===== src/rtl/data_proc_stream.sv =====
// rtl/data_proc_stream.sv - streaming arithmetic stage (pass/wrap-add/sat-add/sat-sub) with output FIFO
module data_proc_stream #(
    parameter int DATA_W     = 8,
    parameter int FIFO_DEPTH = 4,
    parameter int CNT_W      = 16
) (
    input  logic                            clk,
    input  logic                            rst_n,
    input  logic [1:0]                      mode,
    input  logic [DATA_W-1:0]               offset,
    input  logic                            in_valid,
    output logic                            in_ready,
    input  logic [DATA_W-1:0]               in_data,
    output logic                            out_valid,
    input  logic                            out_ready,
    output logic [DATA_W-1:0]               out_data,
    output logic                            out_ovf,
    input  logic                            clr_flags,
    output logic                            sticky_ovf,
    output logic [$clog2(FIFO_DEPTH):0]     level,
    output logic [CNT_W-1:0]                beat_cnt
);
    localparam int AW = $clog2(FIFO_DEPTH);
    localparam int LW = AW + 1;

    logic [DATA_W:0]   mem [FIFO_DEPTH];
    logic [AW-1:0]     wr_ptr;
    logic [AW-1:0]     rd_ptr;
    logic [LW-1:0]     count;
    logic [LW-1:0]     count_nxt;
    logic [DATA_W:0]   sum;
    logic [DATA_W:0]   diff;
    logic [DATA_W-1:0] res;
    logic              res_ovf;
    logic              push;
    logic              pop;
    logic [DATA_W:0]   head;

    always_comb begin
        sum     = {1'b0, in_data} + {1'b0, offset};
        diff    = {1'b0, in_data} - {1'b0, offset};
        res     = in_data;
        res_ovf = 1'b0;
        case (mode)
            2'd1: begin
                res     = sum[DATA_W-1:0];
                res_ovf = sum[DATA_W];
            end
            2'd2: begin
                res     = sum[DATA_W] ? {DATA_W{1'b1}} : sum[DATA_W-1:0];
                res_ovf = sum[DATA_W];
            end
            2'd3: begin
                // diff MSB is the borrow out of the unsigned subtraction
                res     = diff[DATA_W] ? {DATA_W{1'b0}} : diff[DATA_W-1:0];
                res_ovf = diff[DATA_W];
            end
            default: begin
                res     = in_data;
                res_ovf = 1'b0;
            end
        endcase
    end

    assign push      = in_valid & in_ready;
    assign out_valid = (count != '0);
    assign pop       = out_valid & out_ready;
    assign count_nxt = count + LW'(push) - LW'(pop);
    assign head      = mem[rd_ptr];
    assign out_data  = out_valid ? head[DATA_W-1:0] : '0;
    assign out_ovf   = out_valid ? head[DATA_W] : 1'b0;
    assign level     = count;

    always_ff @(posedge clk) begin
        if (push) begin
            mem[wr_ptr] <= {res_ovf, res};
        end
    end

    always_ff @(posedge clk or negedge rst_n) begin
        if (!rst_n) begin
            wr_ptr     <= '0;
            rd_ptr     <= '0;
            count      <= '0;
            in_ready   <= 1'b1;
            sticky_ovf <= 1'b0;
            beat_cnt   <= '0;
        end else begin
            if (push) begin
                wr_ptr <= wr_ptr + 1'b1;
            end
            if (pop) begin
                rd_ptr   <= rd_ptr + 1'b1;
                beat_cnt <= beat_cnt + 1'b1;
            end
            count <= count_nxt;
            // registered from the next level so out_ready never reaches in_ready combinationally
            in_ready <= (count_nxt < LW'(FIFO_DEPTH));
            if (push && res_ovf) begin
                sticky_ovf <= 1'b1;
            end else if (clr_flags) begin
                sticky_ovf <= 1'b0;
            end
        end
    end
endmodule


===== config.mk =====
export PLATFORM = sky130hd
export DESIGN_NAME = data_proc_stream
export DESIGN_NICKNAME = d
export VERILOG_FILES = /design/src/rtl/data_proc_stream.sv
export SDC_FILE = /design/constraint.sdc
export NUM_CORES = 1
export LEC_CHECK = 0
export CAP_MARGIN = 10
export CORE_MARGIN = 1
export CORE_UTILIZATION = 41
export CTS_CLUSTER_DIAMETER = 80
export DETAILED_ROUTE_END_ITERATION = 10
export SYNTH_ARGS = -nofsm -noshare
export SYNTH_HDL_FRONTEND = slang
export SYNTH_SLANG_ARGS = --single-unit

===== constraint.sdc =====
create_clock -name clk -period 2.4 [get_ports clk]
set_input_delay 0.48 -clock clk [delete_from_list [all_inputs] [get_ports clk]]
set_output_delay 0.48 -clock clk [all_outputs]
set_load 0.05 [all_outputs]

=== Word-level counts from Yosys, hierarchy flattened ===
Memories as Yosys holds them, arrays and structs flattened.
Cells that the tools add are included.
W data, S select, Z words.

* Equality and inequality tests: 3
* $lt $le $gt $ge: 1
* $add $sub $neg: 7
* Bitwise gates (word level): 2
* Multiply operators: 0
* Divide/modulo/power cells: 0
* Multiplexer cells: 10
* Shift-type cells: 0
* Reductions and logical operators: 4

{| class="wikitable"
|+ Operators with widths
! cell !! count
|-
| $mux W8 || 3
|-
| $pmux W8 S3 || 1
|-
| $add A16 B1 Y16 const B || 1
|-
| $add A8 B8 Y9 || 1
|-
| $sub A8 B8 Y9 || 1
|-
| $mux W1 || 5
|-
| $add A2 B1 Y2 const B || 2
|-
| $eq A2 B2 Y1 const B || 2
|-
| $add A3 B1 Y3 || 1
|-
| $lt A3 B3 Y1 const B || 1
|-
| $reduce_bool A3 Y1 || 1
|-
| $sub A3 B1 Y3 || 1
|-
| $and A1 B1 Y1 || 2
|-
| $eq A2 B1 Y1 const B || 1
|-
| $pmux W1 S2 || 1
|-
| $reduce_bool A2 Y1 || 1
|-
| $reduce_or A2 Y1 || 1
|-
| $logic_and A1 B1 Y1 || 1
|}

* Memories: 1
* Register bits: 25
* Memory bits (writable): 36
* Logic and storage cells: 34
* Bits in read-only memories: 0
* Latch bits: 0
* Output and inout bits: 31
* Input port bits: 23

{| class="wikitable"
|+ Memories
! memory !! depth !! bits a word !! read ports !! clocked after Yosys merged registers in !! write ports !! RTL line !! RTL
|-
| mem || 4 || 9 || 1 || 0 || 1 || 26 || <nowiki>logic [DATA_W:0] mem [FIFO_DEPTH];</nowiki>
|}

=== Longest topological paths before layout ===
* Depth after elaboration: 5
* Depth in mapped cells: 10
* Mapped depth without buffers: 9

=== Least setup slack after synthesis ===
OpenSTA, ideal clock, no wires.

* Path type: input to register
* Start: input port offset[3]
* End: memory mem[0][5] in the netlist's numbering (data pin)
* Buffers on the path: 2
* Path slack: -0.101 ns
* Stages on the path: 10
* Required time: 2.127 ns
* Arrival: 2.228 ns
* Library setup time: 0.273 ns
* Path through: inv_1 ha_1 buf_6 o211ai_2 a21oi_2 or4_1 and2_1 buf_2 a221oi_1 o21ai_1

* Cells in the longest elaborated chain, start to end: 3
* Elaborated cells on any way between the ends: 5
* Classes of those cells: 2 x add/sub; 3 x mux

{| class="wikitable"
|+ Ends and longest elaborated chain
! item !! RTL line !! RTL
|-
| from (decl) || 10 || <nowiki>input logic [DATA_W-1:0] offset,</nowiki>
|-
| $sub A8 B8 Y9 / $add A8 B8 Y9 (equally long branches) || 41, 40 ||
|-
| $mux W8, on equally long branches || 55, 50 ||
|-
| $pmux W8 S3 * || 44 || <nowiki>case (mode)</nowiki>
|-
| named net res[5] || 33 || <nowiki>logic [DATA_W-1:0] res;</nowiki>
|-
| to (decl) || 26 ||
|}

The timed path passes the listed nets; every way through them passes the cells marked *.

=== Worst setup path after layout ===
* Start: input port offset[4]
* End: memory mem[3][6] in the netlist's numbering (data pin)

The elaborated chain is that of the path after synthesis.

==> summary.txt <==
Critical Path Stages = 9
final slew viol count = 0
Inst Count DP = 480
gpl congestion = 0.799
status = completed
CP Launch Type = primary input
total number of vias = 2446
synth unique cells = 57
initial antenna violation count = 0
register area share after synthesis = 0.487
HP Start = beat_cnt[15]$_DFFE_PN0P_
Via density = 4.85
# clock sinks = 61
mean routed wirelength per cell = 14.3 um
max_cap viols = 0
Pwr Density = 981 nW/um^2
number of synthesized flops with an enable pin = 36
commonest cells after routing, fill and taps aside = buf_4 (64), edfxtp_1 (36), clkdlybuf4s50_1 (31)
layout cells sized above 1 = 0.358
clk buf depth = 2
crit path capture type = register
Most common cell on crit path = buf_4
R2R cell count = 8
CTS tree = done
first-pass GRT wire length = 11800 um
vias in the first global route = 2532
Worst-Margin Slew = 0.510 ns
skew final = 0.0102 ns
largest vdd supply drop = 0.474 mV
Min Clock Period, post-route = 2.34 ns
commonest non-fill, non-tap cell in the layout = buf_4
async set-reset flop share out of synthesis = 0.410
CTS Buf Count = 9
Placed Area = 4510 um^2
nets = 448
Data required, critical path = 2.46 ns
Slew headroom = 0.660
filler cell count = 668
hold endpoint = beat_cnt[15]$_DFFE_PN0P_
syn_area_per_cell = 12.4 um^2
final worst-path cycle share = 0.975
Reg clk slew, reported paths = 0.06 ns
# diodes = 0
synthesized area = 3510 um^2
post-route ant nets = 0
largest net degree at the start of global routing = 26
top_reg_cell synth = edfxtp_1
Min-Delay Path Depth = 1
Crit Path Max Fanout = 4
CP cell instances = dlygate4sd2_1 -> buf_4 -> ha_4 -> a221oi_4 -> a211oi_4 -> o31a_4 -> or2_4 -> buf_4 -> o22a_1
site row count = 33
Synth Warn # = 0
Slowest-stage cell, CP = a221oi_4
CP Class = primary input to register
Arr. time, crit path = 2.40 ns
worst path bufs/invs = 3
Layout area overhead = 41.5%
drt drc = 0
GRT Util Overall = 0.178
H-tree depth = 3
Initial Util = 0.425
final setup vio count = 0
Hold Vio Cnt, Final = 0
setup TNS = 0 ns
die area = 8930 um^2
core box area = 8260 um^2
worst stage delay on the critical path = 0.35 ns
IO Count = 54
Root Driver = clkbuf_8
delay-heaviest family, CP = compound AO/OA/AOI/OAI gates
worst skew pair latency = 0.33 ns
reg-to-reg setup timing slack = 0.33 ns
DR iter-0 viols = 81
Yosys reg bits = 61
Synth Net Count = 337
Max Clk Rate = 0.427 GHz
Pleak = 2.08 nW
DR pass1 iterations = 4
die height = 94.5 um
Layout Cells excl Fill = 504
final instance area = 4960 um^2
routed wire length = 7200 um
R2R Path Start = level[1]$_DFF_PN0_
IO buf count = 53
Hold Buf Count CTS = 0
Post-Synthesis Cells = 283
Hold WC Path Type = register to register
detailed placer's ending HPWL = 5400 um
r2r endpoint = in_ready$_DFF_PN1_
grt ovf = 0
Horiz. Die Dim = 94.5 um
-- layer usage --
| layer | vias to the layer above | global-route usage | part of all wire | routed length (um) |
|---|---|---|---|---|
| met5 | - | 0 | 0 | 0 |
| met4 | 0 | 0.0896 | 0.014 | 104 |
| met3 | 7 | 0.0419 | 0.029 | 209 |
| met2 | 49 | 0.300 | 0.51 | 3680 |
| met1 | 1164 | 0.214 | 0.44 | 3200 |
| li1 | 1226 | - | - | - |
-- stage by stage --
stage / utilization / power, mW / setup slack, ns / hold WS [ns]
3_5_place_dp: 0.547 / 3.87 / -0.727 / 0.494
3_3_place_gp: 0.547 / 3.85 / -0.678 / 0.460
5_1_grt: 0.601 / 5.17 / -0.0127 / 0.518
4_1_cts: 0.593 / 4.91 / 0.00585 / 0.505
6_report: 0.601 / 4.87 / 0.0591 / 0.490
2_1_floorplan: - / 3.14 / -0.0222 / 0.184
-- cells by family (layout without fill, tap and decap cells) --
family | after synthesis | count (layout) | synth area share
AND/OR/NAND/NOR | 69 | 69 | 0.103
flip-flops | 61 | 61 | 0.487
AO/OA/AOI/OAI | 42 | 42 | 0.102
buffers and inverters | 38 | 154 | 0.0506
adder cells (fa/ha/maj) | 31 | 31 | 0.117
XOR/XNOR | 31 | 31 | 0.0774
multiplexers | 11 | 11 | 0.0642
-- worst max-delay path by stage --
stage	start	to	slack (ns)
detailed placement	in_data[0]	mem[0][0]$_DFFE_PP_	-0.73
CTS	offset[6]	mem[1][1]$_DFFE_PP_	0.006
floorplan	offset[5]	mem[0][1]$_DFFE_PP_	-0.02
global route	offset[4]	mem[2][6]$_DFFE_PP_	-0.01
finish	offset[4]	mem[3][6]$_DFFE_PP_	0.06
global placement	in_data[0]	mem[0][0]$_DFFE_PP_	-0.68
-- state kept, by name (all words and copies together) (netlist names) --
| signal | cells |
|---|---|
| mem | 36 |
| beat_cnt | 16 |
| level | 3 |
| rd_ptr | 2 |
| wr_ptr | 2 |
| in_ready | 1 |
| sticky_ovf | 1 |
-- cell type report --
class	instances	area, um^2	area share
Clock inverter	1	5.00	0.00101
Tap cell	105	131	0.0265
Inverter	27	114	0.0229
Clock buffer	15	229	0.0461
Timing Repair Buffer	111	950	0.191
Sequential cell	61	1710	0.344
Multi-Input combinational cell	184	1830	0.368
-- synth_stat cells, types with 2 or more instances --
cell | count | area, um^2
a2bb2oi_1 | 2 | 17.5
o21a_1 | 3 | 22.5
nor3_1 | 4 | 20.0
and4_1 | 2 | 17.5
xor2_1 | 7 | 61.3
inv_1 | 26 | 97.6
dfrtp_1 | 24 | 601
clkbuf_1 | 2 | 7.51
mux4_2 | 9 | 203
o221ai_1 | 2 | 17.5
buf_2 | 4 | 20.0
a21o_1 | 3 | 22.5
a21oi_1 | 9 | 45.0
o21ai_0 | 3 | 15.0
nor2b_1 | 11 | 68.8
buf_6 | 4 | 45.0
mux2_2 | 2 | 22.5
ha_1 | 28 | 350
nor2_1 | 15 | 56.3
edfxtp_1 | 36 | 1080
nand3_1 | 6 | 30.0
nand2_1 | 12 | 45.0
and3_1 | 7 | 43.8
o31a_1 | 2 | 17.5
nand2b_1 | 2 | 12.5
or2_1 | 2 | 12.5
fa_1 | 3 | 60.1
xnor2_1 | 24 | 210
-- worst reg2reg max path, delay by kind of cell, from the launching register on --
kind / cells / cell delay, ns
AOI/OAI and AO/OA: 1 / 0.33
DFF: 1 / 0.41
adders and majority gates: 3 / 0.83
xor gates and xnor gates: 2 / 0.33
buffers and inverters: 2 / 0.10
-- what timing repair did --
item / in CTS / in global routing
pin swaps: 12 / 8
buffers inserted: 6 / 2
endpoints found under the setup margin: 37 / 33
gates resized for setup: 50 / 9
-- power by group --
group	internal [mW]	leakage [nW]	switching, mW
combinational	0.946	1.32	1.38
clock	0.612	0.122	0.373
sequential	1.38	0.642	0.178
total	2.94	2.08	1.93
Note: power is estimated with default switching activity, not from simulation.
